==> src/rtl/loader_pkg.sv <==
// Shared types and constants for the serial program loader.
// The state encoding is visible on the loader's debug output.
package loader_pkg;

    localparam int ADDR_W_DEF = 12;
    localparam int DATA_W_DEF = 16;
    localparam int BYTE_W     = 8;
    localparam int LEN_W      = 12;

    typedef enum logic [3:0] {
        IDLE    = 4'd0,
        LEN_LO  = 4'd1,
        LEN_HI  = 4'd2,
        DATA_LO = 4'd3,
        DATA_HI = 4'd4,
        WRITE   = 4'd5,
        CHECK   = 4'd6,
        RUN     = 4'd7,
        ERROR   = 4'd8
    } loader_state_e;

    // A new load may only be started once the previous one has finished.
    function automatic logic can_restart(input loader_state_e s);
        return (s == IDLE) || (s == RUN) || (s == ERROR);
    endfunction

endpackage

==> src/rtl/loader_checksum.sv <==
// XOR accumulator for the running stream checksum.
// Clear has priority over accept.
module loader_checksum
    import loader_pkg::*;
(
    input  logic              clk_i,
    input  logic              rst_n_i,
    input  logic              clear_i,
    input  logic              accept_i,
    input  logic [BYTE_W-1:0] byte_i,
    output logic [BYTE_W-1:0] sum_o
);

    logic [BYTE_W-1:0] sum_q;

    always_ff @(posedge clk_i or negedge rst_n_i) begin
        if (!rst_n_i) begin
            sum_q <= '0;
        end else if (clear_i) begin
            sum_q <= '0;
        end else if (accept_i) begin
            sum_q <= sum_q ^ byte_i;
        end
    end

    assign sum_o = sum_q;

endmodule

==> src/rtl/program_loader.sv <==
// Loads a length-prefixed, XOR-checksummed byte stream into instruction
// memory one word per WRITE cycle, then enables the CPU.
module program_loader
    import loader_pkg::*;
#(
    parameter int ADDR_W = ADDR_W_DEF,
    parameter int DATA_W = DATA_W_DEF
) (
    input  logic              clk_i,
    input  logic              rst_n_i,
    input  logic              start_i,
    input  logic              byte_valid_i,
    input  logic [BYTE_W-1:0] byte_data_i,
    output logic              byte_ready_o,
    output logic              we_im_o,
    output logic [DATA_W-1:0] code_o,
    output logic [ADDR_W-1:0] immed_address_o,
    output logic              cpu_en_o,
    output logic              busy_o,
    output logic              done_o,
    output logic              err_o,
    output logic [3:0]        dbg_state_o
);

    // The word counter must span the full 12-bit length even when the
    // address bus is narrower.
    localparam int CNT_W = (ADDR_W > LEN_W) ? ADDR_W : LEN_W;

    // Handshake: a byte transfers on a rising edge where byte_valid_i and
    // byte_ready_o are both high; ready depends only on the current state.
    loader_state_e     state_q, state_d;
    logic [CNT_W-1:0]  cnt_q, cnt_d;
    logic [LEN_W-1:0]  len_q, len_d;
    logic [BYTE_W-1:0] lo_q, lo_d;
    logic [BYTE_W-1:0] hi_q, hi_d;
    logic [LEN_W-1:0]  len_next;
    logic [BYTE_W-1:0] ck_sum;
    logic              ck_clear;
    logic              ck_accept;
    logic              fire;
    logic              ready;
    logic              we;
    logic              busy;
    logic              done;
    logic              err;
    logic              cpu_en;

    assign fire     = byte_valid_i && ready;
    assign len_next = {byte_data_i[3:0], len_q[7:0]};

    loader_checksum u_checksum (
        .clk_i    (clk_i),
        .rst_n_i  (rst_n_i),
        .clear_i  (ck_clear),
        .accept_i (ck_accept),
        .byte_i   (byte_data_i),
        .sum_o    (ck_sum)
    );

    always_ff @(posedge clk_i or negedge rst_n_i) begin
        if (!rst_n_i) begin
            state_q <= IDLE;
            cnt_q   <= '0;
            len_q   <= '0;
            lo_q    <= '0;
            hi_q    <= '0;
        end else begin
            state_q <= state_d;
            cnt_q   <= cnt_d;
            len_q   <= len_d;
            lo_q    <= lo_d;
            hi_q    <= hi_d;
        end
    end

    always_comb begin
        state_d   = state_q;
        cnt_d     = cnt_q;
        len_d     = len_q;
        lo_d      = lo_q;
        hi_d      = hi_q;
        ck_clear  = 1'b0;
        ck_accept = 1'b0;
        ready     = 1'b0;
        we        = 1'b0;
        busy      = 1'b0;
        done      = 1'b0;
        err       = 1'b0;
        cpu_en    = 1'b0;

        case (state_q)
            IDLE: ;
            LEN_LO: begin
                ready = 1'b1;
                busy  = 1'b1;
                if (fire) begin
                    len_d     = {{(LEN_W-BYTE_W){1'b0}}, byte_data_i};
                    ck_accept = 1'b1;
                    state_d   = LEN_HI;
                end
            end
            LEN_HI: begin
                ready = 1'b1;
                busy  = 1'b1;
                if (fire) begin
                    len_d     = len_next;
                    ck_accept = 1'b1;
                    if ((byte_data_i[7:4] != 4'd0) || (len_next == '0)) begin
                        state_d = ERROR;
                    end else begin
                        state_d = DATA_LO;
                    end
                end
            end
            DATA_LO: begin
                ready = 1'b1;
                busy  = 1'b1;
                if (fire) begin
                    lo_d      = byte_data_i;
                    ck_accept = 1'b1;
                    state_d   = DATA_HI;
                end
            end
            DATA_HI: begin
                ready = 1'b1;
                busy  = 1'b1;
                if (fire) begin
                    hi_d      = byte_data_i;
                    ck_accept = 1'b1;
                    state_d   = WRITE;
                end
            end
            WRITE: begin
                we    = 1'b1;
                busy  = 1'b1;
                cnt_d = cnt_q + CNT_W'(1);
                if (cnt_q == (CNT_W'(len_q) - CNT_W'(1))) begin
                    state_d = CHECK;
                end else begin
                    state_d = DATA_LO;
                end
            end
            CHECK: begin
                ready = 1'b1;
                busy  = 1'b1;
                if (fire) begin
                    state_d = (byte_data_i == ck_sum) ? RUN : ERROR;
                end
            end
            RUN: begin
                done   = 1'b1;
                cpu_en = 1'b1;
            end
            ERROR: begin
                err = 1'b1;
            end
            default: state_d = IDLE;
        endcase

        if (start_i && can_restart(state_q)) begin
            state_d  = LEN_LO;
            cnt_d    = '0;
            ck_clear = 1'b1;
        end
    end

    // Outputs decode the current state only, so reset clears them at once.
    assign byte_ready_o    = ready;
    assign we_im_o         = we;
    assign code_o          = we ? DATA_W'({hi_q, lo_q}) : '0;
    assign immed_address_o = we ? cnt_q[ADDR_W-1:0] : '0;
    assign cpu_en_o        = cpu_en;
    assign busy_o          = busy;
    assign done_o          = done;
    assign err_o           = err;
    assign dbg_state_o     = state_q;

endmodule

==> config.mk <==
export PLATFORM = sky130hd
export DESIGN_NAME = program_loader
export DESIGN_NICKNAME = d
export VERILOG_FILES = /design/src/rtl/loader_pkg.sv /design/src/rtl/loader_checksum.sv /design/src/rtl/program_loader.sv
export SDC_FILE = /design/constraint.sdc
export NUM_CORES = 1
export LEC_CHECK = 0
export ABC_AREA = 1
export CAP_MARGIN = 20
export CORE_ASPECT_RATIO = 0.75
export CORE_MARGIN = 4
export CORE_UTILIZATION = 40
export CTS_BUF_LIST = sky130_fd_sc_hd__clkbuf_2
export CTS_CLUSTER_DIAMETER = 50
export DETAILED_ROUTE_END_ITERATION = 8
export DONT_BUFFER_PORTS = 1
export SLEW_MARGIN = 25
export SYNTH_ARGS = -nofsm -noshare
export SYNTH_HDL_FRONTEND = slang
export SYNTH_SLANG_ARGS = --single-unit
export TNS_END_PERCENT = 5
==> constraint.sdc <==
create_clock -name clk_i -period 1.9 [get_ports clk_i]
set_input_delay 0.19 -clock clk_i [delete_from_list [all_inputs] [get_ports clk_i]]
set_output_delay 0.19 -clock clk_i [all_outputs]
set_load 0.05 [all_outputs]
==> reports/qor.tcl <==
set qor(type_of_element_capturing_the_critical_path) {output port}
set qor(core_area_sq_mm) 0.00757
set qor(synth.avg_cell_area_sq_um) 7.11
set qor(synthToLayoutAreaGrowth_pct) 36.7
set qor(grt_antenna_before_repair) 0
set qor(vias_per_cell) 4.95
set qor(place.gp.congestion) 0.906
set qor(rsz0062_at_grt) {true}
set qor(ios) 50
set qor(destination_of_the_critical_timing_path) {code_o[1]}
set qor(route.final.wire_length_um) 8910
set qor(timing_hold_violations_final) 0
set qor(max-slew-margin-rel_pct) 71.2
set qor(cp.required_ns) 1.71
set qor(reg2reg_depth) 8
set qor(regToRegEndpoint) {lo_q[3]}
set qor(clk_slew_on_worst_s_h_paths_ns) 0.28
set qor(detailed_place.area_sq_mm) 0.00379
set qor(pwr_density_cell_mw_per_mm2) 1360
set qor(cts_inserted_buffers) 5
set qor(synth-seq-area-share_pct) 40.7
set qor(total_number_of_vias) 3026
set qor(numPortBuffers) 0
set qor(drt-pass1-iter-count) 5
set qor(critical_path.cell_chain) {nor3_4 > nand2_4 > buf_12 > nor2_2 > buf_6}
set qor(grt_pass1_vias) 3065
set qor(fp.dieW_um) 111
set qor(critical-path-top-delay-family) {flip-flops}
set qor(setup.reg_to_reg.worst_slack_ns) 0.10
set qor(postSynthRegisterBits) 52
set qor(worstSetupPathDepth) 5
set qor(critical-path-max-stage-delay_ns) 0.49
set qor(intPower_mw) 3.03
set qor(crit_path_top_delay_cell) {dfrtp_2}
set qor(detailedPlacementHpwl_um) 6440
set qor(globalRouteTotalUtil_pct) 19.4
set qor(initial_utilization_pct) 42.2
set qor(floorplan.rows) 27
set qor(clock_tree.root_cell) {clkbuf_2}
set qor(final.period_utilization_pct) 102
set qor(power.share.sequential_pct) 31.2
set qor(clock_sink_count) 52
set qor(violations) {setup timing}
set qor(post_route_cell_area_sq_mm) 0.00437
set qor(max-vdd-ir-drop_uv) 1510
set qor(final.min_clock_period_ns) 1.94
set qor(cts_tree) {done}
set qor(grt_remaining_overflow) 0
set qor(num-fill-cells) 714
set qor(chipHeight_um) 85.4
set qor(route.detailed.drc) 0
set qor(cellLeakagePower_nw) 2.04
set qor(antenna-diode-count) 0
set qor(synth-edff-count) 0
set qor(wl_per_cell_um) 14.6
set qor(critPathMaxFanout) 10
set qor(max_freq_ghz) 0.516
set qor(cts.htree.levels) 2
set qor(timing.final.ws_setup_ns) -0.0390
set qor(synthArstFlopShare_pct) 100
set qor(drt_iter0_drc) 149
set qor(timing_worst_setup_path_type) {flip-flop to output port}
set qor(fin_setup_tns_ns) -0.664
set qor(worstMarginPinSlew_ns) 0.431
set qor(synth.yosys.warnings) 0
set qor(die_area_sq_mm) 0.00949
set qor(antenna_viol_nets_final) 0
set qor(grt_max_degree) 53
set qor(max_cap_viol_count) 0
set qor(post_route_clock_skew_ns) 0.0274
set qor(synth.lib_cells_used.distinct) 37
set qor(cp-startpoint) {dbg_state_o[1]}
set qor(cp_num_buf_inv) 2
set qor(grt_pass1_wl_um) 15200
set qor(layout-drive-gt1-share_pct) 26.1
set qor(finalMaxSlewViolations) 0
set qor(power.switching_fraction_pct) 48.9
set qor(part_of_the_total_power_dissipated_in_the_clock_network_pct) 12.1
set qor(critical_path.reg2reg.startpoint) {dbg_state_o[3]}
set qor(syn_nets) 463
set qor(switching_power_mw) 2.90
set qor(finalNetCount) 524
set qor(synth_flop_cell) {dfrtp_1}
set qor(hp-class) {primary input to flip-flop}
set qor(outcome) {finished, violations left}
set qor(synth_cells) 449
set qor(power.combinational.fraction_pct) 56.7
set qor(clk-insertion-delay-late_ns) 0.44
set qor(syn-cell-area_sq_mm) 0.00319
set qor(crit_path_start_kind) {flip-flop}
set qor(clock_path_buffers) 2
set qor(timing.critical_path.arrival_ns) 1.75
set qor(report.final.setup_viol) 29
==> registers in the layout (all words and copies together) (netlist names) <==
register	flops
cnt_q	12
len_q	12
dbg_state_o	4
lo_q	8
u_checksum.sum_o	8
hi_q	8
==> area by class of cell <==
class                           count  area, sq um  share of cell area (%)
Multi-Input combinational cell    314         1820                    41.7
Sequential cell                    52         1310                    29.9
Timing Repair Buffer               64          751                    17.2
Inverter                           73          277                    6.33
Tap cell                          101          126                    2.89
Clock inverter                      2         60.1                    1.38
Clock buffer                        5         25.0                   0.573
==> cell usage after synthesis (2+ instances only) <==
cell      number  share of area (%)
nand2_1       96                 11
inv_1         66                7.8
nor2_1        66                7.8
dfrtp_1       52                 41
o21ai_0       39                6.1
nand3_1       29                4.5
xnor2_1       11                3.0
a21oi_1       10                1.6
nor3_1        10                1.6
nand2_2        9                1.8
xor2_1         8                2.2
inv_2          6               0.71
o21ai_1        6               0.94
clkbuf_1       4               0.47
o31ai_1        4               0.94
buf_4          3               0.71
nor2_2         3               0.59
a211oi_1       2               0.47
a21oi_2        2               0.55
buf_1          2               0.24
ha_1           2               0.78
nand3b_1       2               0.47
nand4_1        2               0.39
nor4_1         2               0.39
==> per-layer routing <==
layer,wire length [um],global-route usage (%)
met4,58,3.87
met2,4160,31.1
met5,0,0
met1,4270,27.6
met3,424,3.56
==> power groups by stage <==
stage          logic (mW)  clock network (mW)  registers (mW)
6_report             3.36               0.715            1.85
4_1_cts              3.21               0.727            1.83
3_3_place_gp         2.90                   0            1.88
5_1_grt              3.77               0.770            1.91
3_5_place_dp         2.94                   0            1.88
2_1_floorplan        2.16                   0            1.92
==> cell usage in the layout (no fill, tap or decap), types with 4 or more instances in the layout <==
master	Yosys	routed
o21ai_0	39	38
o31ai_1	4	4
nand2_4	0	4
dfrtp_2	0	5
o21ai_1	6	7
xor2_1	8	8
buf_4	3	15
xnor2_1	11	11
nand2_2	9	6
nor3_1	10	9
buf_8	0	4
nor2_1	66	32
inv_2	6	7
nor2_4	1	24
dlygate4sd3_1	0	11
nand3_1	29	28
a21oi_1	10	10
dfrtp_1	52	47
buf_12	0	6
nor2_2	3	14
nand2_1	96	95
clkbuf_2	0	5
buf_6	0	26
inv_1	66	64
==> stage by stage <==
stage / util, % / setup WS, ns / power [mW] / instances / hold slack (ns)
final: 57.7 / -0.0390 / 5.93 / 611 / 0.0623
after floorplan: - / -0.177 / 4.07 / 449 / -0.106
after CTS: 55.8 / -0.0468 / 5.76 / 610 / 0.0437
after global placement: 50.1 / 0.124 / 4.78 / 586 / -0.103
after detailed placement: 50.1 / 0.0930 / 4.82 / 586 / -0.103
after global routing: 57.7 / -0.155 / 6.45 / 611 / 0.0294
==> worst min path at each step <==
stage                      start                   to  slack (ns)  depth (start not counted)
global route        byte_valid_i             len_q[4]        0.03                          4
CTS                      start_i  u_checksum.sum_o[0]        0.04                          3
floorplan                rst_n_i             cnt_q[0]       -0.11                          0
detailed placement       rst_n_i              hi_q[2]       -0.10                          0
global placement         rst_n_i              hi_q[4]       -0.10                          0
finish              byte_valid_i             len_q[4]        0.06                          4
==> cells by family after synthesis <==
| kind of cell | count (synthesis) | share of synthesized area [%] |
|---|---|---|
| AOI/OAI and AO/OA | 66 | 11.3 |
| xor gates and xnor gates | 19 | 5.21 |
| adders and majority gates | 2 | 0.783 |
| buffers and inverters | 83 | 10.1 |
| DFF | 52 | 40.7 |
| and+or+nand+nor | 227 | 31.8 |
==> worst register-to-register path: stages (launching register included) <==
cell and delay (ns):
dfrtp_2 0.48, buf_4 0.16, inv_2 0.09, nand2_4 0.08, nor2_2 0.10, inv_2 0.05, nand2_2 0.09, nand4_2 0.35
o21ai_0 0.35
==> timing repair <==
item | in CTS | in global routing
cloned | 1 | 0
hold buffers | 11 | 1
pin swaps | 2 | 5
endpoints found under the setup margin | 28 | 54
setup buffers | 5 | 0
endpoints found under the hold margin | 88 | 5
resized for setup | 40 | 36
Power figures use the tool's default switching activity.
